==> src/rtl/sargantana_icache_refill_buf.sv <==
// rtl/sargantana_icache_refill_buf.sv - icache line refill buffer: one IFILL request, beat collection, line hand-off
// Optional feature macro: ICACHE_REFILL_TIMEOUT_EN (abort a stalled FILL/DRAIN after TMO_CYC beat-less cycles).

module sargantana_icache_refill_buf #(
  parameter int ADDR_W  = 40,
  parameter int LINE_W  = 512,
  parameter int BEAT_W  = 128,
  parameter int TMO_CYC = 1023
) (
  input  logic              clk_i,
  input  logic              rst_i,
  input  logic              miss_i,
  input  logic [ADDR_W-1:0] miss_paddr_i,
  input  logic              miss_nc_i,
  input  logic              kill_i,
  output logic              ifill_req_valid_o,
  input  logic              ifill_req_ready_i,
  output logic [ADDR_W-1:0] ifill_req_addr_o,
  output logic              ifill_req_nc_o,
  input  logic              mem_beat_valid_i,
  input  logic [BEAT_W-1:0] mem_beat_data_i,
  input  logic              mem_beat_last_i,
  input  logic              mem_beat_err_i,
  output logic              ifill_sent_ack_o,
  output logic              ifill_resp_valid_o,
  output logic              ifill_resp_ack_o,
  output logic [LINE_W-1:0] line_data_o,
  output logic [ADDR_W-1:0] line_addr_o,
  output logic              line_nc_o,
  output logic              line_err_o,
  output logic              busy_o
);

  localparam int N_BEATS = LINE_W / BEAT_W;
  localparam int CNT_W   = (N_BEATS > 1) ? $clog2(N_BEATS) : 1;
  localparam int OFF_W   = $clog2(LINE_W / 8);
  localparam logic [CNT_W-1:0] LAST_CNT = CNT_W'(N_BEATS - 1);

  typedef enum logic [2:0] {
    S_IDLE  = 3'd0,
    S_REQ   = 3'd1,
    S_FILL  = 3'd2,
    S_DONE  = 3'd3,
    S_DRAIN = 3'd4
  } state_t;

  state_t            state_q, state_d;
  logic [CNT_W-1:0]  cnt_q;
  logic [ADDR_W-1:0] addr_q;
  logic              nc_q;

  // Control strobes from the next-state logic into the datapath
  logic latch_miss;
  logic beat_write;
  logic cnt_inc;
  logic cnt_clr;
  logic err_set;

  // Offset bits inside the line are dropped on purpose: requests are line-aligned
  logic unused_paddr_lo;
  assign unused_paddr_lo = ^miss_paddr_i[OFF_W-1:0];

  assign ifill_req_addr_o = addr_q;
  assign ifill_req_nc_o   = nc_q;
  assign line_addr_o      = addr_q;
  assign line_nc_o        = nc_q;

`ifdef ICACHE_REFILL_TIMEOUT_EN
  localparam int TMO_W = ($clog2(TMO_CYC + 1) > 10) ? $clog2(TMO_CYC + 1) : 10;

  logic [TMO_W-1:0] tmo_q;
  logic             tmo_hit;

  assign tmo_hit = (tmo_q == TMO_W'(TMO_CYC));

  // Beat-less cycle counter; restarts on every beat and on every state change
  always_ff @(posedge clk_i) begin
    if (rst_i) begin
      tmo_q <= '0;
    end else if ((state_q == S_FILL || state_q == S_DRAIN) &&
                 !mem_beat_valid_i && (state_d == state_q)) begin
      tmo_q <= tmo_q + 1'b1;
    end else begin
      tmo_q <= '0;
    end
  end
`else
  logic [31:0] unused_tmo;
  assign unused_tmo = 32'(TMO_CYC);
`endif

  // State register
  always_ff @(posedge clk_i) begin
    if (rst_i) begin
      state_q <= S_IDLE;
    end else begin
      state_q <= state_d;
    end
  end

  // Next-state decode, handshake outputs and datapath strobes
  always_comb begin
    state_d            = state_q;
    ifill_req_valid_o  = 1'b0;
    ifill_sent_ack_o   = 1'b0;
    ifill_resp_valid_o = 1'b0;
    ifill_resp_ack_o   = 1'b0;
    busy_o             = (state_q != S_IDLE);
    latch_miss         = 1'b0;
    beat_write         = 1'b0;
    cnt_inc            = 1'b0;
    cnt_clr            = 1'b0;
    err_set            = 1'b0;

    case (state_q)
      S_IDLE: begin
        if (miss_i) begin
          latch_miss = 1'b1;
          cnt_clr    = 1'b1;
          state_d    = S_REQ;
        end
      end

      S_REQ: begin
        ifill_req_valid_o = 1'b1;
        if (ifill_req_ready_i) begin
          // Once memory has taken the request its beats will come back, so a
          // same-cycle kill has to drain them rather than drop to IDLE.
          ifill_sent_ack_o = 1'b1;
          state_d          = kill_i ? S_DRAIN : S_FILL;
        end else if (kill_i) begin
          state_d = S_IDLE;
        end
      end

      S_FILL: begin
        if (kill_i) begin
          if (mem_beat_valid_i) begin
            if (mem_beat_last_i || cnt_q == LAST_CNT) begin
              cnt_clr = 1'b1;
              state_d = S_IDLE;
            end else begin
              cnt_inc = 1'b1;
              state_d = S_DRAIN;
            end
          end else begin
            state_d = S_DRAIN;
          end
        end else if (mem_beat_valid_i) begin
          beat_write = 1'b1;
          if (mem_beat_err_i) begin
            err_set = 1'b1;
          end
          if (cnt_q == LAST_CNT) begin
            cnt_clr = 1'b1;
            state_d = S_DONE;
            if (!mem_beat_last_i) begin
              err_set = 1'b1;
            end
          end else if (mem_beat_last_i) begin
            cnt_clr = 1'b1;
            err_set = 1'b1;
            state_d = S_DONE;
          end else begin
            cnt_inc = 1'b1;
          end
        end
`ifdef ICACHE_REFILL_TIMEOUT_EN
        else if (tmo_hit) begin
          cnt_clr = 1'b1;
          err_set = 1'b1;
          state_d = S_DONE;
        end
`endif
      end

      S_DONE: begin
        ifill_resp_valid_o = 1'b1;
        ifill_resp_ack_o   = 1'b1;
        state_d            = S_IDLE;
      end

      S_DRAIN: begin
        if (mem_beat_valid_i) begin
          if (mem_beat_last_i || cnt_q == LAST_CNT) begin
            cnt_clr = 1'b1;
            state_d = S_IDLE;
          end else begin
            cnt_inc = 1'b1;
          end
        end
`ifdef ICACHE_REFILL_TIMEOUT_EN
        else if (tmo_hit) begin
          cnt_clr = 1'b1;
          state_d = S_IDLE;
        end
`endif
      end

      default: begin
        state_d = S_IDLE;
      end
    endcase
  end

  // Line address/attributes, beat counter, error flag and line assembly
  always_ff @(posedge clk_i) begin
    if (rst_i) begin
      addr_q      <= '0;
      nc_q        <= 1'b0;
      cnt_q       <= '0;
      line_err_o  <= 1'b0;
      line_data_o <= '0;
    end else begin
      if (latch_miss) begin
        addr_q     <= {miss_paddr_i[ADDR_W-1:OFF_W], {OFF_W{1'b0}}};
        nc_q       <= miss_nc_i;
        line_err_o <= 1'b0;
      end

      if (err_set) begin
        line_err_o <= 1'b1;
      end

      if (cnt_clr) begin
        cnt_q <= '0;
      end else if (cnt_inc) begin
        cnt_q <= cnt_q + 1'b1;
      end

      for (int b = 0; b < N_BEATS; b++) begin
        if (beat_write && cnt_q == CNT_W'(b)) begin
          line_data_o[b*BEAT_W +: BEAT_W] <= mem_beat_data_i;
        end
      end
    end
  end

endmodule
==> config.mk <==
export PLATFORM = sky130hd
export DESIGN_NAME = sargantana_icache_refill_buf
export DESIGN_NICKNAME = d
export VERILOG_FILES = /design/src/rtl/sargantana_icache_refill_buf.sv
export SDC_FILE = /design/constraint.sdc
export NUM_CORES = 1
export LEC_CHECK = 0
export CAP_MARGIN = 0
export CELL_PAD_IN_SITES_DETAIL_PLACEMENT = 0
export CELL_PAD_IN_SITES_GLOBAL_PLACEMENT = 2
export CORE_AREA = 2 2 303 305
export CTS_BUF_LIST = sky130_fd_sc_hd__clkbuf_4 sky130_fd_sc_hd__clkbuf_8
export CTS_CLUSTER_SIZE = 10
export DETAILED_ROUTE_END_ITERATION = 10
export DIE_AREA = 0 0 305 307
export GPL_TIMING_DRIVEN = 0
export PLACE_DENSITY = 0.71
export SYNTH_ARGS = -nofsm -noshare
export SYNTH_HDL_FRONTEND = slang
export SYNTH_SLANG_ARGS = --single-unit
==> constraint.sdc <==
create_clock -name clk_i -period 3.17 [get_ports clk_i]
set_clock_uncertainty 0.2 [all_clocks]
set_input_delay 0.4755 -clock clk_i [delete_from_list [all_inputs] [get_ports clk_i]]
set_output_delay 0.4755 -clock clk_i [all_outputs]
set_load 0.01 [all_outputs]
==> results.sh <==
export IMPL_grt_max_degree=15
export IMPL_min_from="miss_paddr_i[33]"
export IMPL_cts_sinks=553
export IMPL_antenna_found_initial=7
export IMPL_multiInputGateArea_um2=8380
export IMPL_leakagePower_uw=0.0140
export IMPL_place_inst=4006
export IMPL_ir_worst_vdd_mv=0.273
export IMPL_timing_final_crit_share=0.950
export IMPL_post_cts_setup_buffer_count=0
export IMPL_power_uw=15500
export IMPL_synthesis_instances=2052
export IMPL_grt_pass1_vias=18500
export IMPL_yosysSeqAreaShare=0.539
export IMPL_dieHeight_um=307
export IMPL_drcViolationCount=0
export IMPL_wl_per_cell_um=21.8
export IMPL_avgSynthCellArea_um2=10.0
export IMPL_max_stage_delay_ns=0.52
export IMPL_ant_nets=0
export IMPL_grt_usage=0.189
export IMPL_first_pass_iters=5
export IMPL_required_ns=2.49
export IMPL_ys_ff_latch=553
export IMPL_synth_top_cell_area_share=0.539
export IMPL_clock_latency_ns=0.69
export IMPL_synth_top_cell_by_area="dfxtp_1"
export IMPL_dpl_hpwl_um=70300
export IMPL_reg2reg_depth=6
export IMPL_clock_fmax_mhz=332
export IMPL_ys_types=39
export IMPL_die_w_um=305
export IMPL_drt_iter0_drc=694
export IMPL_cts_clk_slew_worst_paths_ns=0.06
export IMPL_nFillCells=9265
export IMPL_syn_to_final_growth_pct=55.4
export IMPL_wl_um=91400
export IMPL_num_vias=17600
export IMPL_path_delay_family="buffers and inverters"
export IMPL_tritoncts="yes"
export IMPL_synth_edf_count=0
export IMPL_critPathMaxFanout=10
export IMPL_overflow=0
export IMPL_utilization=0.352
export IMPL_slew_limit_headroom=0.171
export IMPL_synth_area_um2=20500
export IMPL_numCtsBuffers=102
export IMPL_crit_chain="clkbuf_4, and3b_2, buf_4, clkdlybuf4s50_1"
export IMPL_num_rows=111
export IMPL_crit_arrival_ns=2.34
export IMPL_dpl_instance_area_um2=29600
export IMPL_hold_violations=0
export IMPL_hold_slack_ns=0.140
export IMPL_critPathKind="register to primary output"
export IMPL_critPathSlowestCell="clkdlybuf4s50_1"
export IMPL_whs_endpoint="ifill_req_addr_o[33]"
export IMPL_grt_pass1_wl_um=130000
export IMPL_hold_path_depth=3
export IMPL_reg2reg_from="state_q[1]"
export IMPL_seq_area_um2=11100
export IMPL_cp_depth=4
export IMPL_io_buffers=757
export IMPL_nets=3105
export IMPL_cts_root_buffer="clkbuf_8"
export IMPL_drt_vias_per_instance=4.21
export IMPL_status="complete, no violations"
export IMPL_design_area_um2=31900
export IMPL_reg2reg_to="line_data_o[189]"
export IMPL_ff2ff_setup_slack_ns=0.84
export IMPL_async_flop_share=0
export IMPL_critPathBufInv=3
export IMPL_drv_cap=0
export IMPL_slew_violations=0
export IMPL_place_congestion=0.833
export IMPL_rsz0062_at_grt="false"
export IMPL_period_minus_slack_ns=3.01
export IMPL_setup_violations=0
export IMPL_tightest_slew_ns=1.24
export IMPL_worstSetupEndpointType="primary output"
export IMPL_critPathLaunchType="register"
export IMPL_drive_gt1_frac=0.102
export IMPL_synth_area_leaders="dfxtp_1 54%, mux2i_1 25%, nand2_1 13%"
export IMPL_core_area_um2=90700
export IMPL_synth_flop_cell="dfxtp_1"
export IMPL_yosys_warnings=0
export IMPL_final_cells=4190
export IMPL_initial_utilization=0.226
export IMPL_htreeDepth=3
export IMPL_pin_count=777
export IMPL_hp_class="input port to register"
export IMPL_p_per_area_nw_per_um2=488
export IMPL_die_area_um2=93600
export IMPL_clockBufferDepth=3
[logic make-up (layout without fill, tap and decap cells)]
group,count (synthesis),after routing,synth area share
and+or+nand+nor,738,738,0.140
DFF,553,553,0.539
muxes,512,512,0.250
buffers and inverters,195,1132,0.0546
AOI/OAI and AO/OA,46,46,0.0124
adders and majority gates,4,4,0.00244
xor gates and xnor gates,3,3,0.00128
other,1,16,0.000183
[report_power, final]
| part | internal (uW) | switching (uW) | leakage, uW |
|---|---|---|---|
| logic | 469 | 567 | 0.00832 |
| clock network | 4350 | 3120 | 0.00118 |
| registers | 7000 | 47.5 | 0.00446 |
| total | 11800 | 3730 | 0.0140 |
[routing by layer]
metal,vias up,part of all wire,GRT usage
li1,8462,-,-
met1,8457,0.41,0.217
met2,592,0.49,0.332
met3,128,0.075,0.0642
met4,4,0.025,0.0523
met5,-,0.00028,0
[worst max-delay path by stage]
| stage | startpoint | endpoint | slack, ns |
|---|---|---|---|
| floorplan | state_q[0] | ifill_sent_ack_o | 1.37 |
| global placement | rst_i | line_data_o[453] | -0.21 |
| detailed placement | rst_i | line_data_o[137] | -0.32 |
| CTS | state_q[1] | ifill_resp_valid_o | 0.003 |
| global route | state_q[2] | ifill_resp_valid_o | 0.004 |
| finish | state_q[1] | ifill_resp_valid_o | 0.16 |
[layout make-up]
cell class                 instances  area share
inverter                           3    0.000353
antenna                            4    0.000314
timing repair buffer             757       0.238
sequential                       553       0.347
multi-input combinational       1315       0.263
tap                             1186      0.0465
clock inverter                    17     0.00691
clock buffer                     163      0.0633
buffer                           192      0.0350
[cell usage after synthesis, drive strengths merged, types with 2 or more instances]
cell	instances
inv	3
xor2	2
dfxtp	553
ha	4
nor4b	3
nand2b	2
and3	2
a211oi	2
nand4	2
clkbuf	65
o21ai	3
buf	127
mux2i	512
nand3	5
nand2	712
a21oi	36
nor3	2
[per-stage QoR]
stage	setup TNS, ns	setup WS (ns)
4_1_cts	0	0.00288
3_5_place_dp	-17.92	-0.315
6_report	0	0.158
3_3_place_gp	-6.00	-0.213
5_1_grt	0	0.00413
2_1_floorplan	0	1.37
[worst min-delay path: stages]
cell,delay [ns]
clkdlybuf4s50_1,0.40
nand2_1,0.05
a21oi_1,0.05
[what timing repair did]
action | 4_1_cts | 5_1_grt
gates resized for setup | 4 | 3
setup endpoints to repair | 3 | 1
hold buffers | 0 | 0
gates cloned | 0 | 0
[flip-flops by register name (all words and copies together), names as in the netlist]
name / cells
cnt_q: 2
ifill_req_addr_o: 34
ifill_req_nc_o: 1
line_data_o: 512
state_q: 3
line_err_o: 1
[cell usage in the layout (no fill, tap or decap), types with 2 or more instances in the layout]
cell / count
dfxtp_1: 552
and3_1: 2
xor2_1: 2
clkinv_2: 6
o21ai_0: 3
nand2b_1: 2
a21oi_1: 36
buf_2: 31
buf_1: 7
buf_6: 5
inv_1: 3
mux2i_1: 512
nand4_1: 2
diode_2: 4
nand2_1: 712
conb_1: 12
buf_4: 83
a211oi_1: 2
ha_1: 4
nor4b_1: 2
clkdlybuf4s50_1: 757
inv_8: 2
clkinvlp_4: 3
bufinv_16: 4
clkbuf_1: 64
clkbuf_8: 127
clkbuf_4: 38
nand3_1: 5
(Power assumes the default switching activity.)
